$ cat src/rtl/ultrasonido_pkg.sv
// rtl/ultrasonido_pkg.sv - shared types and helpers for the HC-SR04 sensor emulator
// Purpose: FSM state encoding, speed-of-sound constant and the echo-cycles-per-cm
//          helper used to derive the default distance scaling.
// Ports:   none (package)
package ultrasonido_pkg;

  typedef enum logic [2:0] {
    IDLE,
    TRIG_MEAS,
    DELAY,
    ECHO,
    HOLDOFF
  } state_e;

  localparam int SOUND_SPEED_CMS = 34300;

  // Round-trip echo cycles per cm: the pulse covers the distance twice.
  function automatic int cycles_per_cm(input int freq);
    return int'((longint'(freq) * 2) / SOUND_SPEED_CMS);
  endfunction

endpackage

$ cat src/rtl/ultrasonido_trig_sync.sv
// rtl/ultrasonido_trig_sync.sv - TRIG input register, optional synchronizer and edge detect
// Purpose: registers trig_i once (optionally behind a 2-flop synchronizer when
//          ULTRASONIDO_EMU_SYNC_EN is defined) and derives rise/fall strobes from it.
// Ports:
//   clk          in   system clock
//   rst          in   synchronous, active-high reset
//   trig_i       in   raw TRIG from the controller
//   trig_s_o     out  registered TRIG
//   trig_rise_o  out  trig_s 0->1 this cycle
//   trig_fall_o  out  trig_s 1->0 this cycle
module ultrasonido_trig_sync (
  input  logic clk,
  input  logic rst,
  input  logic trig_i,
  output logic trig_s_o,
  output logic trig_rise_o,
  output logic trig_fall_o
);

  logic trig_in;

`ifdef ULTRASONIDO_EMU_SYNC_EN
  logic [1:0] sync_q;

  always_ff @(posedge clk) begin
    if (rst) begin
      sync_q <= '0;
    end else begin
      sync_q <= {sync_q[0], trig_i};
    end
  end

  assign trig_in = sync_q[1];
`else
  assign trig_in = trig_i;
`endif

  logic trig_s_q;
  logic trig_prev_q;

  always_ff @(posedge clk) begin
    if (rst) begin
      trig_s_q    <= 1'b0;
      trig_prev_q <= 1'b0;
    end else begin
      trig_s_q    <= trig_in;
      trig_prev_q <= trig_s_q;
    end
  end

  assign trig_s_o    = trig_s_q;
  assign trig_rise_o = trig_s_q & ~trig_prev_q;
  assign trig_fall_o = ~trig_s_q & trig_prev_q;

endmodule

$ cat src/rtl/ultrasonido_emulador.sv
// rtl/ultrasonido_emulador.sv - HC-SR04 ultrasonic ranger sensor-side emulator
// Purpose: answers a TRIG pulse of at least MIN_TRIG_CYCLES with an ECHO pulse whose width
//          encodes the commanded distance (or a no-object timeout), after a fixed burst delay,
//          followed by a holdoff during which TRIG is ignored.
//          Build macro ULTRASONIDO_EMU_SYNC_EN adds a 2-flop TRIG synchronizer (+2 cycles).
// Ports:
//   clk               in   system clock
//   rst               in   synchronous, active-high reset
//   trig_i            in   TRIG from controller
//   distance_cm_i     in   commanded distance, cm (9 bits)
//   object_present_i  in   0 = no target, timeout-width echo
//   echo_o            out  ECHO to controller, registered
//   busy_o            out  high in DELAY, ECHO and HOLDOFF
//   meas_done_o       out  1-cycle pulse when ECHO falls
//   trig_err_o        out  1-cycle pulse on a too-short TRIG
module ultrasonido_emulador
  import ultrasonido_pkg::*;
#(
  parameter int CLOCK_FREQ        = 50_000_000,
  parameter int MIN_TRIG_CYCLES   = 500,
  parameter int ECHO_DELAY_CYCLES = 23_000,
  parameter int CYCLES_PER_CM     = cycles_per_cm(CLOCK_FREQ),
  parameter int MIN_DIST_CM       = 2,
  parameter int MAX_DIST_CM       = 400,
  parameter int TIMEOUT_CYCLES    = 1_900_000,
  parameter int HOLDOFF_CYCLES    = 50_000
) (
  input  logic       clk,
  input  logic       rst,
  input  logic       trig_i,
  input  logic [8:0] distance_cm_i,
  input  logic       object_present_i,
  output logic       echo_o,
  output logic       busy_o,
  output logic       meas_done_o,
  output logic       trig_err_o
);

  localparam int ECHO_MAX = (TIMEOUT_CYCLES > MAX_DIST_CM * CYCLES_PER_CM) ?
                            TIMEOUT_CYCLES : MAX_DIST_CM * CYCLES_PER_CM;
  // One counter is shared by delay, echo and holdoff, so it must hold the longest of them.
  localparam int CNT_MAX0 = (ECHO_MAX > ECHO_DELAY_CYCLES) ? ECHO_MAX : ECHO_DELAY_CYCLES;
  localparam int CNT_MAX  = (CNT_MAX0 > HOLDOFF_CYCLES) ? CNT_MAX0 : HOLDOFF_CYCLES;
  localparam int CNT_W    = $clog2(CNT_MAX + 1);
  localparam int TCNT_W   = $clog2(MIN_TRIG_CYCLES + 1);

  logic trig_s;
  logic trig_rise;
  logic trig_fall;

  ultrasonido_trig_sync u_trig_sync (
    .clk         (clk),
    .rst         (rst),
    .trig_i      (trig_i),
    .trig_s_o    (trig_s),
    .trig_rise_o (trig_rise),
    .trig_fall_o (trig_fall)
  );

  state_e              state_q, state_d;
  logic [CNT_W-1:0]    cnt_q, cnt_d;
  logic [TCNT_W-1:0]   tcnt_q, tcnt_d;
  logic [CNT_W-1:0]    len_q, len_d;
  logic                echo_q, echo_d;
  logic                meas_done_q, meas_done_d;
  logic                trig_err_q, trig_err_d;

  // Echo length from the live inputs; only captured on the TRIG fall, so later
  // input changes have no effect on the pulse in flight.
  logic [8:0]          dist_eff;
  logic [CNT_W-1:0]    len_calc;

  always_comb begin
    dist_eff = (int'(distance_cm_i) < MIN_DIST_CM) ? 9'(MIN_DIST_CM) : distance_cm_i;
    if (!object_present_i || int'(distance_cm_i) > MAX_DIST_CM) begin
      len_calc = CNT_W'(TIMEOUT_CYCLES);
    end else begin
      len_calc = CNT_W'(dist_eff) * CNT_W'(CYCLES_PER_CM);
    end
  end

  always_comb begin
    state_d     = state_q;
    cnt_d       = cnt_q;
    tcnt_d      = tcnt_q;
    len_d       = len_q;
    echo_d      = echo_q;
    meas_done_d = 1'b0;
    trig_err_d  = 1'b0;
    case (state_q)
      IDLE: begin
        if (trig_rise) begin
          tcnt_d  = TCNT_W'(1);
          state_d = TRIG_MEAS;
        end
      end
      TRIG_MEAS: begin
        if (trig_fall) begin
          if (tcnt_q >= TCNT_W'(MIN_TRIG_CYCLES)) begin
            len_d   = len_calc;
            cnt_d   = '0;
            state_d = DELAY;
          end else begin
            trig_err_d = 1'b1;
            state_d    = IDLE;
          end
        end else if (trig_s && tcnt_q < TCNT_W'(MIN_TRIG_CYCLES)) begin
          tcnt_d = tcnt_q + TCNT_W'(1);
        end
      end
      DELAY: begin
        // Terminal count is N-1 so the registered echo rises exactly N edges after entry.
        if (cnt_q == CNT_W'(ECHO_DELAY_CYCLES - 1)) begin
          cnt_d   = '0;
          echo_d  = 1'b1;
          state_d = ECHO;
        end else begin
          cnt_d = cnt_q + CNT_W'(1);
        end
      end
      ECHO: begin
        if (cnt_q == len_q - CNT_W'(1)) begin
          cnt_d       = '0;
          echo_d      = 1'b0;
          meas_done_d = 1'b1;
          state_d     = HOLDOFF;
        end else begin
          cnt_d = cnt_q + CNT_W'(1);
        end
      end
      HOLDOFF: begin
        if (cnt_q == CNT_W'(HOLDOFF_CYCLES - 1)) begin
          cnt_d   = '0;
          state_d = IDLE;
        end else begin
          cnt_d = cnt_q + CNT_W'(1);
        end
      end
      default: begin
        state_d = IDLE;
      end
    endcase
  end

  always_ff @(posedge clk) begin
    if (rst) begin
      state_q     <= IDLE;
      cnt_q       <= '0;
      tcnt_q      <= '0;
      len_q       <= '0;
      echo_q      <= 1'b0;
      meas_done_q <= 1'b0;
      trig_err_q  <= 1'b0;
    end else begin
      state_q     <= state_d;
      cnt_q       <= cnt_d;
      tcnt_q      <= tcnt_d;
      len_q       <= len_d;
      echo_q      <= echo_d;
      meas_done_q <= meas_done_d;
      trig_err_q  <= trig_err_d;
    end
  end

  assign echo_o      = echo_q;
  assign busy_o      = (state_q == DELAY) || (state_q == ECHO) || (state_q == HOLDOFF);
  assign meas_done_o = meas_done_q;
  assign trig_err_o  = trig_err_q;

endmodule

$ cat config.mk
export PLATFORM = sky130hd
export DESIGN_NAME = ultrasonido_emulador
export DESIGN_NICKNAME = d
export VERILOG_FILES = /design/src/rtl/ultrasonido_pkg.sv /design/src/rtl/ultrasonido_trig_sync.sv /design/src/rtl/ultrasonido_emulador.sv
export SDC_FILE = /design/constraint.sdc
export NUM_CORES = 1
export LEC_CHECK = 0
export CAP_MARGIN = 15
export CORE_ASPECT_RATIO = 1.75
export CORE_MARGIN = 2
export CORE_UTILIZATION = 25
export DETAILED_ROUTE_END_ITERATION = 8
export DONT_BUFFER_PORTS = 1
export GPL_ROUTABILITY_DRIVEN = 0
export GPL_TIMING_DRIVEN = 0
export PLACE_DENSITY_LB_ADDON = 0.08
export SYNTH_ARGS = -nofsm -noshare
export SYNTH_HDL_FRONTEND = slang
export SYNTH_SLANG_ARGS = --single-unit
$ cat constraint.sdc
create_clock -name clk -period 10.7 [get_ports clk]
set_clock_uncertainty 0.1 [all_clocks]
set_input_delay 0.535 -clock clk [delete_from_list [all_inputs] [get_ports clk]]
set_output_delay 0.535 -clock clk [all_outputs]
set_load 0.05 [all_outputs]
== Word level (Yosys, flattened, before mapping) ==
Cells that the tools add are included.
Storage, ports and cells
  register bits after elaboration: 59
  input bits: 13
  output and inout bits: 4
  logic and storage cells: 79
Cells by class
  $add $sub $neg: 3
  multipliers: 1
  order comparisons: 4
  eq/ne operators: 15
  muxes and demuxes: 24
  bitwise operators: 7
  reductions and logical operators: 16
Operators by type and width (count)
  $mux 21: 6
  $pmux 21 s4: 1
  $mux 9: 4
  $add 21x1->21 const B: 1
  $eq 21x15->1 const B: 1
  $eq 21x16->1 const B: 1
  $eq 21x21->1: 1
  $mul 9x12->21 const B: 1
  $sub 21x1->21 const B: 1
  $pmux 9 s2: 1
  $ne 2x2->1 const B: 8
  $mux 3: 5
  $pmux 3 s5: 1
  $add 9x1->9 const B: 1
  $ge 9x9->1 const B: 1
  $gt 9x9->1 const B: 1
  $lt 9x2->1 const B: 1
  $lt 9x9->1 const B: 1
  $reduce_and 3->1: 3
  $eq 3x2->1 const B: 2
  $not 1->1: 5
  $reduce_and 5->1: 1
  $mux 1: 4
  $reduce_and 4->1: 1
  other kinds (13): 17

== Longest topological paths before layout ==
  depth after elaboration: 5
  mapped depth: 23
  depth with buffers taken out: 23

== Hierarchy ==
Synthesis repeated with hierarchy kept, for this count alone.
Second synthesis, totals
  cell total of the unflattened synthesis: 674
  area, all modules: 5560.3 um^2
By module, submodules not included
  ultrasonido_emulador: instances 1, cells each 668, area each 5495.3 um^2, seq. area each 1141.1 um^2
  ultrasonido_trig_sync: instances 1, cells each 6, area each 65.1 um^2, seq. area each 40.0 um^2

== Least setup slack after synthesis ==
Ideal clock, no wire load.
  path kind: in2reg
  start point: input distance_cm_i[1]
  end point: register len_q[20]
  setup time: 86 ps
  arrival: 5289 ps
  data required time: 10514 ps
  path slack: 5225 ps
  stages: 19
  buffers on the path: 0
  path through: or3_1 > o41ai_1 > nand2_1 > and2_1 > ha_1 > fa_1 > inv_1 > fa_1 > fa_1 > inv_1 > ha_1 > a21o_1 > a21oi_1 > a31oi_1 > a41oi_1 > a21oi_1 > a21oi_1 > xor2_1 > a211oi_1
Between the ends
  word-level cells in the longest chain between the ends: 4
  elaborated cells between the ends (all ways): 6
  those cells by class: mul: 1; order compare: 2; mux: 2; reduce/logical: 1
RTL lines
  from (decl): RTL line ultrasonido_emulador.sv:31  | input logic [8:0] distance_cm_i,
  $lt 9x2->1: RTL line ultrasonido_emulador.sv:74  | dist_eff = (int'(distance_cm_i) < MIN_DIST_CM) ? 9'(MIN_DIST_CM) : distance_cm_i;
  $mux 9: RTL line ultrasonido_emulador.sv:74
  $mul 9x12->21: RTL line ultrasonido_emulador.sv:78  | len_calc = CNT_W'(dist_eff) * CNT_W'(CYCLES_PER_CM);
  $mux 21 (*): RTL line ultrasonido_emulador.sv:75  | if (!object_present_i || int'(distance_cm_i) > MAX_DIST_CM) begin
  to (signal assigned): RTL line ultrasonido_emulador.sv:158  | len_q <= len_d;
  to (decl): RTL line ultrasonido_emulador.sv:63  | logic [CNT_W-1:0] len_q, len_d;
Mark *: on every way between the ends. The rest lies on a longest branch, timed or not.
A chain may end at the register's enable or synchronous reset.

== Worst setup path after layout ==
Ends and elaborated chain as after synthesis.

==> metrics.cfg <==
[status]
outcome = finished, final reports clean

[floorplan]
core_um2 = 21980
fp.dieArea_um2 = 23560
start_util_pct = 25.36
pin_count = 17
die_h_um = 201.6
rows = 72
die_x_um = 116.9

[clock_network]
root_buffer = clkbuf_16
cts_resized = 0
htree_levels = 3
cts_buffers = 9
cts_tree = done
hold_buffers = 0
post_cts_buffers = 0
insertion_delay_ps = 350
cts_buffer_depth = 2
clkTransAtPathRegs_ps = 50
clock-sinks = 59

[final_layout]
fin_area_um2 = 6264
multi_input_area_um2 = 3934
layout-area-overhead-vs-synth_pct = 12.34
drive_gt1_share_pct = 4.729
seq_area_um2 = 1181
antennaDiodeCount = 0
fill_cells = 2433
nets = 809

[sta]
maxSlewViolCount = 0
period_share_pct = 55.11
setup_viol = 0
hold_violations = 0
grt_setup_unrepaired = no
tightest_slew_ps = 1040
timing.setup.tns_ps = 0
relSlewSlack_pct = 30.12
clock.fmax_mhz = 169.6
min_period_ps = 5897

[logic_synthesis]
syn_area_per_cell_um2 = 7.942
synth_area_leaders = dfxtp_1 21%, ha_1 13%, fa_1 9.3%
synthDistinctLibCells = 63
synth_ff_type = dfxtp_1
yosys.area.top_type = dfxtp_1
syn-cell-area_um2 = 5575
synth-seq-cells = 59
async_flop_share_pct = 0
synthMuxAreaShare_pct = 0
ys_seq_area_share_pct = 21.18
syn_inst = 702
yosys.area_share.simple_pct = 23.14
synth_nets = 797
synth_top_family_by_area = simple AND/OR/NAND/NOR gates
synth_edf_count = 0
synthAdderAreaFrac_pct = 21.90
synth_compound_area_share_pct = 17.57
yosysWarnings = 0
synth_xor_area_share_pct = 7.944
synth_top_area_share_pct = 21.18

[worst_setup_path]
worstPathMaxFanout = 7
cp-end-kind = flop
start_kind = input port
critPathKind = input port to flop
worstPathArrival_ps = 6050
required_ps = 10850

[grt]
grt_overflow_total = 0
grt_pass1_vias = 5238
grt_pass1_wl_mm = 28.03
antenna_found_initial = 0
track_usage_pct = 15.81
grt_max_degree = 11

[place]
placed_area_um2 = 5949
hpwl_mm = 14.45
port_buffers = 0

[pwr]
p_leak_nw = 2.469
power.density_nw_per_um2 = 147.8
ir_drop_uv = 74.18

[route]
drt.antenna.violating_nets = 0
via_per_inst = 4.952
drt_iter0_markers = 285
drc = 0
drtPass1Iterations = 5
wirelength_mm = 17.54
wl_per_cell_um = 17.28
vias = 5026

[job]
drv_cap = 0

[worst_hold_path]
hp-class = input port to flop

area by class of cell:
type / count / share of cell area, %
clock inverter: 4 / 0.7591
multi-input combinational: 523 / 62.80
clock buffer: 12 / 4.255
inverter: 81 / 4.854
sequential: 59 / 18.86
tap: 296 / 5.913
buffer: 39 / 2.497
timing repair buffer: 1 / 0.05993
stage by stage:
step | hold WS, ps | utilization, % | worst slack (ps) | instances | total power, W
3_5_place_dp | 386.6 | 27.07 | 4403 | 999 | 0.0006296
4_1_cts | 214.4 | 28.49 | 4743 | 1015 | 0.0009457
6_report | 221.7 | 28.49 | 4803 | 1015 | 0.0009257
2_1_floorplan | 354.7 | - | 5225 | 702 | 0.0005439
5_1_grt | 233.6 | 28.49 | 4187 | 1015 | 0.001010
3_3_place_gp | 380.6 | 27.05 | 4469 | 998 | 0.0006302
cells in the mapped netlist (5+ instances only):
master	instances
inv_1	81
dfxtp_1	59
nor2_1	58
ha_1	56
nand2_1	38
nand3_1	37
a21oi_1	36
clkbuf_1	32
xnor2_1	32
o21ai_0	27
fa_1	26
nor3_1	23
nand4_1	16
xor2_1	16
a211oi_1	15
a32o_1	11
nand2b_1	11
nor4_1	11
and2_1	9
nor2b_1	9
or3_1	8
a22oi_1	7
or2_2	6
a21o_1	5
a31oi_1	5
per-layer routing:
layer	GRT usage (%)	wire [um]
met5	0	0
met4	10.08	1050
met3	1.627	361
met2	31.07	10140
met1	14.68	5992
kinds of logic after synthesis:
family | Yosys count
simple gates | 247
xor+xnor | 49
buf+inv | 120
fa+ha+maj | 82
flops | 59
compound gates | 145
sequential cells by signal, summed over array words and instances (netlist names):
name,flops
cnt_q,21
echo_o,1
state_q,3
tcnt_q,9
trig_err_o,1
len_q,21
meas_done_o,1
u_trig_sync.trig_prev_q,1
u_trig_sync.trig_s_o,1
power breakdown:
part | internal, W | switching (W) | leakage, nW | total [W]
sequential | 0.000221 | 0.00000169 | 0.476 | 0.000223
combinational | 0.000170 | 0.000226 | 1.84 | 0.000396
clock | 0.000198 | 0.000109 | 0.155 | 0.000307
total | 0.000589 | 0.000336 | 2.47 | 0.000926
worst paths after layout:
| path | cells after the start | slack (ps) | start | endpoint |
|---|---|---|---|---|
| setup / recovery | 20 | 4800 | distance_cm_i[1] | len_q[20] |
| hold / removal | 1 | 220 | trig_i | u_trig_sync.trig_s_o |
| setup reg to reg | 12 | 6850 | len_q[0] | cnt_q[15] |
| hold reg to reg | 2 | 390 | tcnt_q[8] | tcnt_q[8] |
layout by cell type, fill, tap and decap left out, drive strengths merged, types with 3 or more instances in the layout:
| cell type | n |
|---|---|
| or4 | 4 |
| a32o | 11 |
| and2 | 9 |
| buf | 7 |
| ha | 56 |
| a21oi | 36 |
| a211oi | 15 |
| inv | 81 |
| nand2b | 11 |
| a22o | 4 |
| a22oi | 7 |
| fa | 26 |
| or2 | 6 |
| nand3 | 37 |
| a31oi | 5 |
| o31ai | 4 |
| clkbuf | 45 |
| o311ai | 4 |
| nor4 | 12 |
| xor2 | 16 |
| nor2 | 58 |
| nor2b | 9 |
| dfxtp | 59 |
| nor4b | 3 |
| nand4 | 16 |
| xnor2 | 32 |
| o2111ai | 3 |
| nor3b | 3 |
| nand2 | 38 |
| nor3 | 24 |
| or3 | 8 |
| a21o | 5 |
| o21ai | 29 |
worst max-delay path, cell delays in order:
cell and delay, ps:
or3_1 380, o41ai_1 520, nand2_1 240, and2_1 300, ha_1 360, ha_1 360, inv_1 70, fa_1 480
fa_1 550, inv_1 40, ha_1 310, nor3b_1 300, o21a_1 190, o2111ai_1 170, a31oi_1 340, a41oi_1 240
a21oi_1 200, a21oi_1 90, xor2_1 140, a211oi_1 230
(Power assumes the default switching activity.)
